**config.mk**
```make
export PLATFORM = sky130hd
export DESIGN_NAME = penta_code_lock
export DESIGN_NICKNAME = d
export VERILOG_FILES = /design/src/rtl/penta_code_lock.sv
export SDC_FILE = /design/constraint.sdc
export NUM_CORES = 1
export LEC_CHECK = 0
export ABC_AREA = 0
export CORE_MARGIN = 2
export CORE_UTILIZATION = 55
export DETAILED_ROUTE_END_ITERATION = 8
export PLACE_DENSITY = 0.76
export SYNTH_ARGS = -nofsm -noshare
export SYNTH_HDL_FRONTEND = slang
export SYNTH_SLANG_ARGS = --single-unit
```
**constraint.sdc**
```tcl
create_clock -name sysclk -period 7.1 [get_ports sysclk]
set_input_delay 2.13 -clock sysclk [delete_from_list [all_inputs] [get_ports sysclk]]
set_output_delay 2.13 -clock sysclk [all_outputs]
set_load 0.005 [all_outputs]
```
**src/rtl/penta_code_lock.sv**
```systemverilog
// Five-key sequential code lock with tick-based entry timeout and open window.
// Optional lockout after repeated failures when PENTA_LOCK_LOCKOUT_EN is defined.
module penta_code_lock #(
  parameter int          CODE_LEN      = 4,
  parameter logic [23:0] CODE          = 24'o00004321,
  parameter int          TICK_W        = 21,
  parameter int          TIMEOUT_TICKS = 8,
  parameter int          OPEN_TICKS    = 16,
  parameter int          LOCK_TRIES    = 3,
  parameter int          LOCK_TICKS    = 64
) (
  input  logic       sysclk,
  input  logic       reset,
  input  logic [4:0] key_pulse,
  output logic       unlocked,
  output logic       err,
  output logic       entering,
  output logic [3:0] digit_cnt,
  output logic       locked_out
);

  localparam int TMAX1  = (TIMEOUT_TICKS > OPEN_TICKS) ? TIMEOUT_TICKS : OPEN_TICKS;
  localparam int TMAX   = (TMAX1 > LOCK_TICKS) ? TMAX1 : LOCK_TICKS;
  localparam int TCNT_W = $clog2(TMAX + 1);

  typedef enum logic [1:0] {
    IDLE  = 2'd0,
    ENTRY = 2'd1,
    OPEN  = 2'd2
`ifdef PENTA_LOCK_LOCKOUT_EN
    , LOCKOUT = 2'd3
`endif
  } state_t;

  state_t              state_q, state_d;
  logic [TICK_W-1:0]   presc_q;
  logic [TCNT_W-1:0]   tcnt_q;
  logic [3:0]          cnt_q, cnt_d;
  logic                mism_q, mism_d;
  logic                err_d, accept, m;
  logic                unlocked_q, err_q, entering_q, locked_q;
  logic                tick, valid;
  logic [2:0]          dig;
  logic [7:0][2:0]     code_arr;

  assign code_arr = CODE;
  assign tick     = &presc_q;
  assign valid    = $onehot(key_pulse);

  always_comb begin
    dig = '0;
    for (int i = 0; i < 5; i++)
      if (key_pulse[i]) dig = 3'(i);
  end

`ifdef PENTA_LOCK_LOCKOUT_EN
  logic [7:0] fails_q;
  wire        lock_hit = (fails_q == 8'(LOCK_TRIES));
`endif

  // Next-state: keys win over an entry timeout; in OPEN both a key and expiry go to IDLE.
  always_comb begin
    state_d = state_q;
    cnt_d   = cnt_q;
    mism_d  = mism_q;
    err_d   = 1'b0;
    accept  = 1'b0;
    m       = mism_q | (dig != code_arr[cnt_q[2:0]]);
    case (state_q)
      IDLE: begin
`ifdef PENTA_LOCK_LOCKOUT_EN
        if (lock_hit) state_d = LOCKOUT;
        else
`endif
        if (valid) begin
          state_d = ENTRY;
          cnt_d   = 4'd1;
          mism_d  = (dig != code_arr[0]);
          accept  = 1'b1;
        end
      end
      ENTRY: begin
        if (valid) begin
          accept = 1'b1;
          if (cnt_q == 4'(CODE_LEN - 1)) begin
            cnt_d   = '0;
            mism_d  = 1'b0;
            err_d   = m;
            state_d = m ? IDLE : OPEN;
          end else begin
            cnt_d  = cnt_q + 4'd1;
            mism_d = m;
          end
        end else if (tick && tcnt_q == TCNT_W'(TIMEOUT_TICKS - 1)) begin
          state_d = IDLE;
          cnt_d   = '0;
          mism_d  = 1'b0;
        end
      end
      OPEN: begin
        if (valid || (tick && tcnt_q == TCNT_W'(OPEN_TICKS - 1))) state_d = IDLE;
      end
`ifdef PENTA_LOCK_LOCKOUT_EN
      LOCKOUT: begin
        if (tick && tcnt_q == TCNT_W'(LOCK_TICKS - 1)) state_d = IDLE;
      end
`endif
      default: state_d = IDLE;
    endcase
  end

  always_ff @(posedge sysclk) begin
    if (reset) begin
      state_q    <= IDLE;
      presc_q    <= '0;
      tcnt_q     <= '0;
      cnt_q      <= '0;
      mism_q     <= 1'b0;
      unlocked_q <= 1'b0;
      err_q      <= 1'b0;
      entering_q <= 1'b0;
      locked_q   <= 1'b0;
    end else begin
      state_q <= state_d;
      cnt_q   <= cnt_d;
      mism_q  <= mism_d;
      // Restarting the prescaler on every transition keeps tick durations exact.
      if (accept || state_d != state_q) begin
        presc_q <= '0;
        tcnt_q  <= '0;
      end else begin
        presc_q <= presc_q + 1'b1;
        if (tick) tcnt_q <= tcnt_q + 1'b1;
      end
      unlocked_q <= (state_d == OPEN);
      entering_q <= (state_d == ENTRY);
      err_q      <= err_d;
`ifdef PENTA_LOCK_LOCKOUT_EN
      locked_q   <= (state_d == LOCKOUT);
`else
      locked_q   <= 1'b0;
`endif
    end
  end

`ifdef PENTA_LOCK_LOCKOUT_EN
  always_ff @(posedge sysclk) begin
    if (reset)
      fails_q <= '0;
    else if ((state_d == OPEN && state_q != OPEN) || (state_q == LOCKOUT && state_d == IDLE))
      fails_q <= '0;
    else if (err_d && !lock_hit)
      fails_q <= fails_q + 8'd1;
  end
`endif

  assign unlocked   = unlocked_q;
  assign err        = err_q;
  assign entering   = entering_q;
  assign digit_cnt  = cnt_q;
  assign locked_out = locked_q;

endmodule

```
# Yosys cells after proc, flatten, opt, wreduce, memory -nomap -nowiden
# Memory sizes are Yosys's and may differ from the RTL's. A register that Yosys moved wholly into a read port is not among the register bits.
# Cells that the tools add are included.
dict set report totals {
  inputBits 7
  output_inout_bits 8
  elab_cells 71
  regBits 38
  rom_bits 24
  memories 1
}
dict set report op_classes {
  n_lt_le_gt_ge 1
  n_addsub 7
  bitwise 4
  n_eq_ne 13
  mux 26
  reduce_logical 11
}
# memory words width read_ports rd_clocked_by_memory_dff wr line
set mem_list {}
lappend mem_list {{(no name shown)} 8 3 1 1 0 68} ;# m = mism_q | (dig != code_arr[cnt_q[2:0]]);
# cell count
set op_table {}
lappend op_table {{21-bit by 1-bit adder with 21-bit output (second input constant)} 1}
lappend op_table {{21-bit AND reduction} 1}
lappend op_table {{3-bit 2-to-1 mux} 6}
lappend op_table {{4-bit 2-to-1 mux} 4}
lappend op_table {{2-bit 2-to-1 mux} 6}
lappend op_table {{4-bit one-hot mux with 2 select lines} 1}
lappend op_table {{7-bit by 1-bit adder with 7-bit output (second input constant)} 1}
lappend op_table {{7-bit by 3-bit equality test with 1-bit output (second input constant)} 1}
lappend op_table {{7-bit by 4-bit equality test with 1-bit output (second input constant)} 1}
lappend op_table {{1-bit 2-to-1 mux} 7}
lappend op_table {{2-bit one-hot mux with 3 select lines} 1}
lappend op_table {{1-bit by 1-bit adder with 2-bit output} 2}
lappend op_table {{4-bit by 1-bit adder with 4-bit output (second input constant)} 1}
lappend op_table {{2-bit by 1-bit equality test with 1-bit output (second input constant)} 2}
lappend op_table {{2-bit equality test (second input constant)} 2}
lappend op_table {{4-bit by 2-bit equality test with 1-bit output (second input constant)} 1}
lappend op_table {{3-bit by 4-bit < comparator with 1-bit output (second input constant)} 1}
lappend op_table {{2-bit OR reduction} 2}
lappend op_table {{4-bit OR reduction} 1}
lappend op_table {{2-bit by 2-bit adder with 3-bit output} 1}
lappend op_table {{3-bit by 1-bit adder with 3-bit output} 1}
lappend op_table {{3-bit by 1-bit equality test with 1-bit output (second input constant)} 1}
lappend op_table {{3-bit by 1-bit != test with 1-bit output (second input constant)} 1}
lappend op_table {{3-bit != test} 1}
lappend op_table {{other kinds (11)} 15}

# Longest topological paths before layout
dict set report logic_depth {
  word_depth 13
  mapped_depth 11
  ltp_nobuf 11
}

# Least setup slack after synthesis
# Ideal clock, no wire load.
dict set report synth_path {
  path_kind {input to register}
  start {in key_pulse[0]}
  end {reg with a tool-made name}
  setup_time_ns 0.086
  required_time_ns 7.014
  arrival_time_ns 4.651
  n_path_buf 0
  stages 9
  slack_ns 2.363
  cell_sequence {inv_1 > fa_1 > inv_1 > fa_1 > ha_1 > nor4b_1 > o211ai_1 > or2_2 > a211oi_1}
}
# element line
set synth_rtl {}
lappend synth_rtl {{from (decl)} 14} ;# input logic [4:0] key_pulse,

==> results.md <==
- H-tree depth: 2
- P&R area growth vs syn: 13.2%
- Final Power: 494 uW
- WL final: 3690 um
- Clk Latency, worst-skew pair: 0.29 ns
- Via Count: between 1500 and 2000
- Max_cap viols: 0
- Largest net degree at the start of global routing: 29
- Commonest cells after routing, fill and taps aside: dfxtp_1, nor2_1, inv_1, nand2_1, nand3_1
- Combinational family with the most area after synthesis: simple AND/OR/NAND/NOR gates
- Routed vias/inst: 5.31
- Gate Count Post-Synth: 233
- CTS sink cnt: 41
- Initial Util: 0.567
- Post-route antenna net violation count: 0
- Comb power frac: 0.117
- # IOs: 15
- Die height: 65.0 um
- Min Tclk post-route: between 5 and 6 ns
- Final nets: between 200 and 300
- Ys async rst share: 0
- Fmax: 0.193 GHz
- Largest stage delay on the critical path: around 0.70 ns
- Period utilisation layout: 0.728
- Post-synth net total: 246
- Adder-Cell Fraction of Synth Area: 0.0441
- Hold Path Class: flip-flop to flip-flop
- Post-synth top area cell: dfxtp_1
- # DRC: 0
- Reg clk slew, reported paths: approximately 0.070 ns
- First-pass GRT wire length: 6310 um
- Share of the synthesized area in the top cell type: 0.402
- Total CTS buffers: 5
- Crit path max fanout: 5
- Switching part of the total: 0.236
- Clk buf depth: 2
- Largest cells by area after synthesis: dfxtp_1, nor2_1, xnor2_1
- Power share of the sequential group: 0.500
- CTS tree: built
- GR Util All Layers: 0.197
- RSZ-0062 raised after global routing: no
- Post-CTS Setup Bufs: 0
- Initial antenna violation count: 0
- CP startpoint kind: primary input
- Final setup violating endpoints: 0
- Critical path arrival: 5.38 ns
- Endpoints failing hold: 0
- Drt pass-1 iters: 4
- Vias in the first global route: 1465
- Net switching power: 117 uW
- Synth Flop Type: dfxtp_1
- Mux cell area share after synthesis: 0.00490
- Netlist cell types: 46
- Min-delay src: presc_q[0]
- Root buffer cell: clkbuf_8
- # diodes: 0
- Pleak: 0.824 nW
- Gr ovfl total: 0
- Clock power share: 0.383
- Core box area: 0.00361 sq mm
- FP Rows: 22
- Iter 0 DRT Violations: 78
- Critical Path Start: key_pulse[3]
- Syn avg cell area: 8.77 sq um
- Worst vdd ir: between 150 and 200 uV
- Pwr Density: around 210 mW/mm^2
- IO Port Bufs: 13
- Critical path capture point type: flip-flop
- Status: finished, final reports clean
- Post-synthesis sequential area ratio: 0.402
- Actual slew at the worst max-slew pin: 0.767 ns
- Worst Path Required: 7.31 ns
- Post-synth EDFFs: 0
- Synth Area in XOR/XNOR: 0.111
- Worst slew margin relative to its limit: 0.482
- Post_cts resized: 0
- Cts hold-fix bufs: 0
- Most common cell after layout, fill and taps aside: dfxtp_1
- Seq cells post-synth: 41
- Setup Total Neg Slack: 0 ns
- Synth Area in Simple Gates: 0.303
- Reg2reg start: presc_q[0]
- WL/cell: 12.4 um
- DP HPWL: 2700 um
- Die area: 0.00422 sq mm
- Worst path cell trace: clkdlybuf4s50_1 > inv_1 > fa_1 > inv_1 > fa_1 > ha_1 > nor4b_1 > o211ai_1 > or2_2 > a211oi_1
- Post-route clock skew: 0.00559 ns
- Ys Warns: 0
- Post-synthesis cell area: between 0.002 and 0.0025 sq mm
- Worst setup path category: primary input to flip-flop
- CP max stage cell: nor4b_1
- Layout cell share with drive strength beyond 1: 0.0763
- Max-slew violation count: 0
- Synth Area in Compound Gates: 0.0870
- Die Wd: 65.0 um
- GP Congestion: 0.744
- Int Power: 378 uW
-- area by class of cell --
cell class,count,area [sq um]
clock inverter,1,30.0
clock buffer,7,86.3
tap,48,60.1
timing repair buffer,13,130
fill,316,1290
multi-input combinational,172,1130
inverter,15,56.3
sequential,41,821
-- synthesized netlist by cell type (all sizes together), types with 2 or more instances --
cell,n
nand2,15
a31oi,2
nor4,7
buf,3
a211oi,2
xor2,12
ha,4
clkbuf,2
nor3b,2
nor2,41
xnor2,14
dfxtp,41
o211ai,4
a21oi,7
or3,2
and3,2
a311oi,2
o21ai,3
nor3,12
or4,2
and4,3
inv,15
nand3,15
or2,2
fa,2
nand4,5
-- logic make-up after synthesis --
| family | after synthesis |
|---|---|
| other | 1 |
| adder cells (fa/ha/maj) | 6 |
| AO/OA/AOI/OAI | 24 |
| buffers and inverters | 20 |
| XOR/XNOR | 26 |
| AND/OR/NAND/NOR | 114 |
| multiplexers | 1 |
| flip-flops | 41 |
-- power groups by stage --
stage	Clock, mW	Sequential, mW	Combinational (mW)
after floorplan	0	0.250	0.0450
after global placement	0	0.252	0.0575
after detailed placement	0	0.253	0.0583
after CTS	0.195	0.247	0.0584
after global routing	0.205	0.248	0.0655
final	0.189	0.247	0.0579
-- path summary, 6_finish.rpt --
check        cells after the start          end  slack, ns
max reg2reg                      6  presc_q[13]       4.84
min reg2reg                      1   presc_q[0]       0.47
max                             10    flip-flop       1.93
min                              1   presc_q[0]       0.47
-- sequential cells by signal, summed over array words and instances, names as in the netlist, named ones only --
register and cells:
entering 1, mism_q 1, unlocked 1, state_q 2, digit_cnt 4, presc_q 21, tcnt_q 7, err 1
-- layer usage --
metal | share of wire | global-route usage | wire, um | up-vias
met2 | 0.48 | 0.335 | 1770 | 21
met3 | 0.037 | 0.0521 | 136 | 7
met5 | 0 | 0 | 0 | -
li1 | - | - | - | 830
met4 | 0.019 | 0.0957 | 71 | 0
met1 | 0.46 | 0.227 | 1710 | 718
-- per-stage QoR --
stage | instance area [sq um] | setup slack (ns) | std cells | util | hold slack, ns
5_1_grt | 2310 | 1.76 | 297 | 0.641 | 0.495
3_5_place_dp | 2200 | 1.69 | 289 | 0.609 | 0.451
3_3_place_gp | 2200 | 1.74 | 289 | 0.609 | 0.439
6_report | 2310 | 1.93 | 297 | 0.641 | 0.467
2_1_floorplan | 2040 | 2.36 | 233 | - | 0.426
4_1_cts | 2310 | 1.98 | 297 | 0.641 | 0.470
-- worst max-delay path: cells and delay by family --
kind                     cells  cell delay, ns
buffers and inverters        3            0.63
AND/OR/NAND/NOR              2            1.06
AO/OA/AOI/OAI                2            0.41
adder cells (fa/ha/maj)      3            1.15
No activity file was read; power rests on OpenSTA's default activity.
